### config.mk
export PLATFORM = sky130hd
export DESIGN_NAME = serum_pkt_arb_flat
export DESIGN_NICKNAME = d
export VERILOG_FILES = /design/src/rtl/serum_arb_pkg.sv /design/src/rtl/serum_pkt_arb_if.sv /design/src/rtl/serum_rr_pick.sv /design/src/rtl/serum_pkt_arb.sv /design/src/flat_wrapper.sv
export SDC_FILE = /design/constraint.sdc
export NUM_CORES = 1
export LEC_CHECK = 0
export ABC_AREA = 1
export CORE_MARGIN = 2
export CORE_UTILIZATION = 31
export DETAILED_ROUTE_END_ITERATION = 7
export PLACE_DENSITY = 0.86
export SETUP_SLACK_MARGIN = 0.15
export SYNTH_ARGS = -nofsm -noshare
export SYNTH_HDL_FRONTEND = slang
export SYNTH_SLANG_ARGS = --single-unit
### constraint.sdc
create_clock -name clk -period 2.2 [get_ports clk]
set_input_delay 0.44 -clock clk [delete_from_list [all_inputs] [get_ports clk]]
set_output_delay 0.44 -clock clk [all_outputs]
set_load 0.05 [all_outputs]
### src/rtl/serum_arb_pkg.sv
// serum_arb_pkg
// Shared types and helpers for the serum packet arbiter.
//   arb_state_e : arbiter FSM states (idle / packet granted)
//   STAT_W      : width of the per-requester packet counters
//   rr_next     : round-robin successor of an index, wrapping n-1 -> 0
package serum_arb_pkg;

  typedef enum logic {ARB_IDLE, ARB_GRANT} arb_state_e;

  localparam int STAT_W = 16;

  function automatic int unsigned rr_next(input int unsigned ptr, input int unsigned n);
    return (ptr + 1 >= n) ? 0 : ptr + 1;
  endfunction

endpackage

### src/rtl/serum_pkt_arb_if.sv
// serum_pkt_arb_if
// Bundles the upstream per-requester beat channels and the shared downstream
// beat channel of the packet arbiter.
//   req_valid/req_data/req_last : per-requester beats, requester i at [i*DW +: DW]
//   req_ready                   : per-requester ready, only the owner may see 1
//   out_valid/out_data/out_last : downstream beat
//   out_ready                   : downstream ready
// Modports: master = traffic side (sources + sink), slave = arbiter.
interface serum_pkt_arb_if #(
  parameter int N_REQ = 4,
  parameter int DW    = 32
);

  logic [N_REQ-1:0]    req_valid;
  logic [N_REQ*DW-1:0] req_data;
  logic [N_REQ-1:0]    req_last;
  logic [N_REQ-1:0]    req_ready;
  logic                out_valid;
  logic [DW-1:0]       out_data;
  logic                out_last;
  logic                out_ready;

  modport master (
    output req_valid, req_data, req_last, out_ready,
    input  req_ready, out_valid, out_data, out_last
  );

  modport slave (
    input  req_valid, req_data, req_last, out_ready,
    output req_ready, out_valid, out_data, out_last
  );

endinterface

### src/rtl/serum_rr_pick.sv
// serum_rr_pick
// Combinational round-robin picker: finds the first set bit of req searching
// upward from ptr and wrapping at N_REQ-1.
//   req   : request vector
//   ptr   : search start index
//   found : at least one request set
//   idx   : index of the selected request (0 when none)
module serum_rr_pick #(
  parameter int N_REQ = 4,
  localparam int IW   = $clog2(N_REQ)
) (
  input  logic [N_REQ-1:0] req,
  input  logic [IW-1:0]    ptr,
  output logic             found,
  output logic [IW-1:0]    idx
);

  localparam int SW = IW + 1;

  logic [N_REQ-1:0] rot;
  logic [SW-1:0]    sum;

  // Rotate so the search start lands on bit 0, then take the lowest set bit
  // (descending loop: the last hit written is the lowest one) and map the
  // rotated position back to a requester index modulo N_REQ.
  always_comb begin
    rot   = (req >> ptr) | (req << (N_REQ - int'(ptr)));
    found = 1'b0;
    idx   = '0;
    sum   = '0;
    for (int i = N_REQ - 1; i >= 0; i--) begin
      if (rot[i]) begin
        found = 1'b1;
        sum   = {1'b0, ptr} + SW'(i);
        if (sum >= SW'(N_REQ)) sum = sum - SW'(N_REQ);
        idx   = sum[IW-1:0];
      end
    end
  end

endmodule

### src/rtl/serum_pkt_arb.sv
// serum_pkt_arb
// Round-robin packet arbiter: one downstream packet port shared by N_REQ
// sources. A whole packet (up to and including last) is passed through with
// zero latency, then the arbiter spends one idle cycle re-arbitrating.
// A watchdog forces last on beat MAX_BEATS of a packet and pulses wdog_err.
//   clk, rst_n : clock, asynchronous active-low reset
//   bus        : serum_pkt_arb_if.slave, upstream and downstream beat channels
//   grant_id   : current / most recent owner
//   busy       : packet in progress
//   wdog_err   : one-cycle pulse after a watchdog-forced release
//   stat_sel   : packet counter readout select
//   stat_cnt   : registered packet count of requester stat_sel
// Build option: SERUM_ARB_STATS_EN adds 16-bit saturating per-requester
// packet counters; when undefined stat_cnt is 0 and stat_sel is ignored.
module serum_pkt_arb
  import serum_arb_pkg::*;
#(
  parameter int N_REQ     = 4,
  parameter int DW        = 32,
  parameter int MAX_BEATS = 64,
  localparam int IW       = $clog2(N_REQ)
) (
  input  logic              clk,
  input  logic              rst_n,
  serum_pkt_arb_if.slave    bus,
  output logic [IW-1:0]     grant_id,
  output logic              busy,
  output logic              wdog_err,
  input  logic [IW-1:0]     stat_sel,
  output logic [STAT_W-1:0] stat_cnt
);

  localparam int BW = $clog2(MAX_BEATS);

  arb_state_e       state_q, state_d;
  logic [IW-1:0]    ptr_q, ptr_d;
  logic [IW-1:0]    grant_q, grant_d;
  logic [BW-1:0]    beat_cnt_q, beat_cnt_d;
  logic             wdog_q, wdog_d;

  logic             pick_found;
  logic [IW-1:0]    pick_idx;
  logic             sel_valid, sel_last, out_valid_c, out_last_c;
  logic             force_last, accept, release_pkt;
  logic [DW-1:0]    sel_data;
  logic [N_REQ-1:0] req_ready_c;

  serum_rr_pick #(.N_REQ(N_REQ)) u_pick (
    .req   (bus.req_valid),
    .ptr   (ptr_q),
    .found (pick_found),
    .idx   (pick_idx)
  );

  // Owner mux: the granted source drives the downstream port directly and
  // only it sees out_ready; nothing is buffered.
  always_comb begin
    sel_valid   = 1'b0;
    sel_last    = 1'b0;
    sel_data    = '0;
    req_ready_c = '0;
    for (int i = 0; i < N_REQ; i++) begin
      if (grant_q == IW'(i)) begin
        sel_valid      = bus.req_valid[i];
        sel_last       = bus.req_last[i];
        sel_data       = bus.req_data[i*DW +: DW];
        req_ready_c[i] = (state_q == ARB_GRANT) && bus.out_ready;
      end
    end
  end

  assign force_last  = (state_q == ARB_GRANT) && (beat_cnt_q == BW'(MAX_BEATS - 1));
  assign out_valid_c = (state_q == ARB_GRANT) && sel_valid;
  assign out_last_c  = sel_last || force_last;
  assign accept      = out_valid_c && bus.out_ready;
  assign release_pkt = accept && out_last_c;

  assign bus.out_valid = out_valid_c;
  assign bus.out_data  = sel_data;
  assign bus.out_last  = out_last_c;
  assign bus.req_ready = req_ready_c;

  // Next-state logic: IDLE picks an owner, GRANT counts beats until a real or
  // forced last is accepted, then hands the pointer to the next requester.
  always_comb begin
    state_d    = state_q;
    ptr_d      = ptr_q;
    grant_d    = grant_q;
    beat_cnt_d = beat_cnt_q;
    wdog_d     = 1'b0;
    case (state_q)
      ARB_IDLE: begin
        if (pick_found) begin
          grant_d = pick_idx;
          state_d = ARB_GRANT;
        end
      end
      ARB_GRANT: begin
        if (release_pkt) begin
          state_d    = ARB_IDLE;
          ptr_d      = IW'(rr_next(32'(grant_q), 32'(N_REQ)));
          beat_cnt_d = '0;
          wdog_d     = force_last;
        end else if (accept) begin
          beat_cnt_d = beat_cnt_q + 1'b1;
        end
      end
      default: state_d = ARB_IDLE;
    endcase
  end

  // State registers; reset truncates any packet in flight.
  always_ff @(posedge clk or negedge rst_n) begin
    if (!rst_n) begin
      state_q    <= ARB_IDLE;
      ptr_q      <= '0;
      grant_q    <= '0;
      beat_cnt_q <= '0;
      wdog_q     <= 1'b0;
    end else begin
      state_q    <= state_d;
      ptr_q      <= ptr_d;
      grant_q    <= grant_d;
      beat_cnt_q <= beat_cnt_d;
      wdog_q     <= wdog_d;
    end
  end

  assign grant_id = grant_q;
  assign busy     = (state_q == ARB_GRANT);
  assign wdog_err = wdog_q;

`ifdef SERUM_ARB_STATS_EN
  logic [STAT_W-1:0] cnt_q [N_REQ];
  logic [STAT_W-1:0] cnt_d [N_REQ];
  logic [STAT_W-1:0] stat_q, stat_d;

  // Saturating count of released packets per owner (forced releases too);
  // readout is registered, so it shows the count as of the previous cycle.
  always_comb begin
    stat_d = '0;
    for (int i = 0; i < N_REQ; i++) begin
      cnt_d[i] = cnt_q[i];
      if (release_pkt && (grant_q == IW'(i)) && (cnt_q[i] != '1)) cnt_d[i] = cnt_q[i] + 1'b1;
      if (stat_sel == IW'(i)) stat_d = cnt_q[i];
    end
  end

  always_ff @(posedge clk or negedge rst_n) begin
    if (!rst_n) begin
      for (int i = 0; i < N_REQ; i++) cnt_q[i] <= '0;
      stat_q <= '0;
    end else begin
      for (int i = 0; i < N_REQ; i++) cnt_q[i] <= cnt_d[i];
      stat_q <= stat_d;
    end
  end

  assign stat_cnt = stat_q;
`else
  logic unused_stat_sel;
  assign unused_stat_sel = ^stat_sel;
  assign stat_cnt        = '0;
`endif

endmodule

### src/flat_wrapper.sv
// flat-port wrapper written by rule: the top's interface ports become plain ports
module serum_pkt_arb_flat import serum_arb_pkg::*;
#(
  parameter int N_REQ     = 4,
  parameter int DW        = 32,
  parameter int MAX_BEATS = 64,
  localparam int IW       = $clog2(N_REQ)
)
  (clk, rst_n, grant_id, busy, wdog_err, stat_sel, stat_cnt, bus_req_valid, bus_req_data, bus_req_last, bus_out_ready, bus_req_ready, bus_out_valid, bus_out_data, bus_out_last);
  serum_pkt_arb_if #(.N_REQ(N_REQ), .DW(DW)) bus_i ();
  input  logic clk;
  input  logic rst_n;
  output logic [IW-1:0] grant_id;
  output logic busy;
  output logic wdog_err;
  input  logic [IW-1:0] stat_sel;
  output logic [STAT_W-1:0] stat_cnt;
  input wire logic [$bits(bus_i.req_valid)-1:0] bus_req_valid;
  input wire logic [$bits(bus_i.req_data)-1:0] bus_req_data;
  input wire logic [$bits(bus_i.req_last)-1:0] bus_req_last;
  input wire logic [$bits(bus_i.out_ready)-1:0] bus_out_ready;
  output wire logic [$bits(bus_i.req_ready)-1:0] bus_req_ready;
  output wire logic [$bits(bus_i.out_valid)-1:0] bus_out_valid;
  output wire logic [$bits(bus_i.out_data)-1:0] bus_out_data;
  output wire logic [$bits(bus_i.out_last)-1:0] bus_out_last;
  assign bus_i.req_valid = bus_req_valid;
  assign bus_i.req_data = bus_req_data;
  assign bus_i.req_last = bus_req_last;
  assign bus_i.out_ready = bus_out_ready;
  assign bus_req_ready = bus_i.req_ready;
  assign bus_out_valid = bus_i.out_valid;
  assign bus_out_data = bus_i.out_data;
  assign bus_out_last = bus_i.out_last;
  serum_pkt_arb #(.N_REQ(N_REQ), .DW(DW), .MAX_BEATS(MAX_BEATS)) u_core (.clk(clk), .rst_n(rst_n), .bus(bus_i), .grant_id(grant_id), .busy(busy), .wdog_err(wdog_err), .stat_sel(stat_sel), .stat_cnt(stat_cnt));
endmodule
# Yosys cells after proc, flatten, opt, wreduce, memory -nomap -nowiden
# Index checks and enable logic that the tools add are counted.
dict set report totals {
  elab_cells 75
  output_inout_bits 58
  input_bits 141
  register_bits 12
}
dict set report op_classes {
  n_bitwise 2
  mux 36
  eq_ne 4
  n_shift 2
  order_cmp 5
  add_sub_neg 10
  n_reduce_logical 11
}
# op n
set ops {}
lappend ops {{$mux W32} 4}
lappend ops {{$shl A4 B32 Y4} 1}
lappend ops {{$mux W1} 20}
lappend ops {{$mux W2} 9}
lappend ops {{$ge A3 B3 Y1 const B} 4}
lappend ops {{$mux W6} 2}
lappend ops {{$sub A2 B1 Y2 const B} 4}
lappend ops {{$add A2 B1 Y3 const B} 2}
lappend ops {{$add A2 B2 Y3 const B} 2}
lappend ops {{$add A6 B1 Y6 const B} 1}
lappend ops {{$eq A6 B6 Y1 const B} 1}
lappend ops {{$reduce_and A2 Y1} 3}
lappend ops {{$logic_and A1 B1 Y1} 5}
lappend ops {{$eq A2 B2 Y1 const B} 2}
lappend ops {{$or A4 B4 Y4} 1}
lappend ops {{$shr A4 B2 Y4} 1}
lappend ops {{$sub A3 B2 Y4 const A} 1}
lappend ops {{$ge A2 B3 Y1 const B} 1}
lappend ops {{$eq A2 B1 Y1 const B} 1}
lappend ops {{$logic_not A2 Y1} 1}
lappend ops {{$pmux W1 S2} 1}
lappend ops {{$reduce_bool A2 Y1} 1}
lappend ops {{$logic_or A1 B1 Y1} 1}
lappend ops {{$not A1 Y1} 1}

# Longest topological paths before layout
dict set report depth {
  word_depth 10
  ltp_mapped 14
  depth_no_buf 14
}

# Hierarchy
# Synthesis repeated with hierarchy kept, for this count alone.
dict set report hier_totals {
  hier_cells 397
  hier_area_um2 2177.1
}
# mod cells_per_inst seq_area_each_um2 area_each_um2 n_inst
set modules_own_cells {}
lappend modules_own_cells {serum_pkt_arb 334 300.3 1889.3 1}
lappend modules_own_cells {serum_rr_pick 63 0.0 287.8 1}

# Worst setup path after synthesis
# No wires, ideal clock.
dict set report synth_path {
  kind {flip-flop to output port}
  from {register u_core.grant_q[0], in the netlist u_core.grant_id[0]}
  to {output bus_out_data[22]}
  stages_incl_launch_ff 8
  arrival_ns 2.743
  t_required_ns 1.760
  path_buffers 2
  setup_slack_ns -0.983
  path_cell_list {dfrtp_1 -> inv_1 -> ha_1 -> buf_2 -> inv_1 -> clkbuf_1 -> o21ai_0 -> o21ai_0}
}
dict set report synth_between {
  elab_chain_len 5
  elab_cells_between_ends 8
  classes_between {3 x eq/ne; 4 x mux; 1 x reduce/logical}
}
# element line
set synth_lines {}
lappend synth_lines {{from (decl)} serum_pkt_arb.sv:37} ;# logic [IW-1:0] grant_q, grant_d;
lappend synth_lines {{from (signal assigned)} serum_pkt_arb.sv:123} ;# grant_q <= grant_d;
lappend synth_lines {{$logic_not A2 Y1} serum_pkt_arb.sv:63} ;# if (grant_q == IW'(i)) begin
lappend synth_lines {{$mux W32 (3 in a row)} serum_pkt_arb.sv:63}
lappend synth_lines {{$mux W32 (*)} serum_pkt_arb.sv:63}
lappend synth_lines {{to (decl)} flat_wrapper.sv:24} ;# output wire logic [$bits(bus_i.out_data)-1:0] bus_out_data;
# Mark *: on every way between the ends. The rest lies on a longest branch, timed or not.

# Final worst setup path
dict set report layout_path {
  from {register u_core.grant_q[0], in the netlist u_core.grant_id[0]}
  to {output bus_out_data[4]}
}
# The elaborated chain is that of the path after synthesis.

==> flow_metrics.tcl <==
set metrics [dict create \
    peakVddDrop_uv 1190 \
    ys_seq_area_frac 0.144 \
    worstSetupPathType "flop to output pin" \
    grt_most_used_layer "met2" \
    slew_of_the_pin_with_the_lowest_slew_margin_ps 559 \
    drt_wl_total_um 11900 \
    core_region_area_um2 6420 \
    met2_usage 0.502 \
    violated_checks "negative setup slack" \
    hold_path.class "input port to asynchronous set/reset pin" \
    dr.first_iter.drc_count 168 \
    critPathArrivalTime_ps 1960 \
    skew_ps 4.19 \
    yosys.area.top_type_share 0.295 \
    hold_viol_final 0 \
    run_status "finished with violations" \
    synthCells 394 \
    cts_num_sinks 12 \
    tritoncts_buffers 3 \
    rsz0062_at_grt "yes" \
    insertion_delay_ps 250 \
    syn_to_final_growth_pct 147 \
    maxClockFrequency_mhz 417 \
    die_area_um2 7400 \
    drive_gt1_frac 0.320 \
    dpl_cell_area_um2 4370 \
    min_period_ps 2400 \
    antennaDiodeCount 0 \
    htree_levels 1 \
    cp_data_required_time_ps 1760 \
    placementRows 29 \
    netlist-cell-type-count 21 \
    grt_max_degree 41 \
    post_layout_net_count 739 \
    synth-main-ff-cell "dfrtp_1" \
    cts_tree "yes" \
    drc_errors 0 \
    grt_antenna_before_repair 0 \
    grt_use_met3 0.0481 \
    clkTransAtPathRegs_ps 50 \
    floorplan.die.height_um 86.0 \
    p_leak_nw 2.25 \
    cap_violations 0 \
    pre_cts_ws_ps 68.0 \
    detailroute.via_count 3427 \
    globalRouteMet1Util 0.281 \
    route.detailed.vias_per_inst 5.13 \
    ff2ff_setup_slack_ps 60 \
    die_w_um 86.0 \
    synth.most_common_cell "nand2_1" \
    final_report_max_slew_violation_count 0 \
    io_pins 199 \
    critPathCaptureType "output pin" \
    ys_ff_latch 12 \
    grt_first_pass_wirelength_um 15600 \
    design_power_total_mw 9.34 \
    power_density_nw_per_um2 1810 \
    route.antenna.remaining_nets 0 \
    route.detailed.wl_per_inst_um 17.8 \
    globalRouteTotalUtil 0.261 \
    postSynth.asyncResetShare 1.00 \
    synth.largest_area_cell "nand2_1" \
    timing.slew.headroom 0.626 \
    number_of_flops_mapped_to_enable_cells_by_yosys 0 \
    firstDrtPassIters 4 \
    post_synth_main_area_contributors "nand2_1 (30%), o21ai_0 (16%), dfrtp_1 (14%)" \
    place.detailed.hpwl_um 7680 \
    critPathMaxFanout 11 \
    yosys-top-cells-count "nand2_1 (164), o21ai_0 (65), a21oi_1 (36)" \
    io_buffer_count 180 \
    postLayoutCellArea_um2 5160 \
    timing.final.setup_violations 35 \
    cts_max_path_buffers 2 \
    synth.yosys.warnings 0 \
    place.gp.congestion 0.925 \
    final.setup.worst_slack_ps -198 \
    grt_overflow 0 \
    timing.final.crit_share 1.09 \
    root_buffer "clkbuf_8" \
    worst_setup_path_start_kind "flop" \
    netlist_area_um2 2090 \
    first_global_vias 3296 \
    synthesized_area_divided_by_synthesized_cell_count_um2 5.29 \
    initial_core_util 0.325 \
]
cells by family (layout without fill, tap and decap cells):
group,Yosys count,count (layout),share of synthesized area
flip-flops,12,12,0.144
adder cells (fa/ha/maj),6,6,0.0360
AND/OR/NAND/NOR,206,207,0.410
AO/OA/AOI/OAI,104,104,0.250
XOR/XNOR,3,3,0.0126
buffers and inverters,62,243,0.146
other,1,16,0.00180
placed cells by master, fill, tap and decap left out, types with 2 or more instances in the layout:
cell / count
ha_4: 4
inv_4: 4
nor2_2: 3
nand2_4: 5
o21ai_4: 34
nor2_4: 3
buf_12: 11
inv_1: 16
o21ai_1: 12
a21oi_2: 2
nor2_8: 2
a21oi_1: 34
nor2_1: 14
nand3_2: 2
dlymetal6s2s_1: 2
ha_1: 2
nand3b_1: 3
buf_4: 12
dfrtp_1: 8
nand2_1: 138
buf_6: 33
o21ai_2: 21
buf_8: 11
inv_2: 3
nand3_1: 12
nand2_2: 23
clkbuf_16: 4
clkbuf_8: 4
clkdlybuf4s50_1: 139
dfrtp_2: 4
xnor2_1: 3
conb_1: 16
path summary, 6_finish.rpt:
| check | start | to | depth (start not counted) |
|---|---|---|---|
| worst max-delay path | u_core.grant_id[0] | bus_out_data[4] | 8 |
| min in group clk | u_core.beat_cnt_q[2] | u_core.beat_cnt_q[2] | 2 |
| worst min-delay path | rst_n | u_core.busy | 1 |
| worst min register to register | u_core.beat_cnt_q[2] | u_core.beat_cnt_q[2] | 2 |
| max in group asynchronous | rst_n | u_core.ptr_q[0] | 1 |
| worst max register to register | u_core.grant_id[0] | u_core.ptr_q[0] | 17 |
timing repair:
item	4_1_cts	5_1_grt
setup buffers	7	6
gates resized for setup	86	52
pin swaps	8	26
cloned	2	5
setup endpoints to repair	45	49
hold buffers	0	0
flip-flops by register name, indices dropped and copies added (netlist names):
name	flops
u_core.beat_cnt_q	6
u_core.grant_id	2
u_core.ptr_q	2
u_core.busy	1
u_core.wdog_err	1
power breakdown:
group          total (mW)  internal (mW)  switching [mW]
sequential          0.417          0.300           0.117
combinational        8.67           3.55            5.11
clock               0.250          0.159          0.0910
total                9.34           4.01            5.32
stage by stage:
stage          setup TNS (ps)  cells   util  hold slack, ps
2_1_floorplan               0    409      -             144
3_3_place_gp                0    644  0.680             494
3_5_place_dp                0    644  0.680             517
4_1_cts                 -3040    657  0.751             544
5_1_grt                 -6490    668  0.803             584
6_report                -4100    668  0.803             547
routing by layer:
layer	wire, um	vias up
met5	0	-
met3	832	28
met4	316	0
met2	6380	172
li1	-	1653
met1	4350	1574
cell type report:
cell class | count | area [um2]
timing repair buffer | 214 | 2400
multi-input combinational | 336 | 2190
fill | 394 | 1260
sequential | 12 | 305
inverter | 25 | 113
tap | 77 | 96.3
clock buffer | 4 | 55.1
critical path, stage by stage, from the launching register on:
cell and delay, ps:
dfrtp_2 460, inv_4 90, buf_6 100, ha_4 230
inv_6 80, buf_4 200, o21ai_1 270, o21ai_4 90
buf_6 150
No activity file was read; power rests on OpenSTA's default activity.
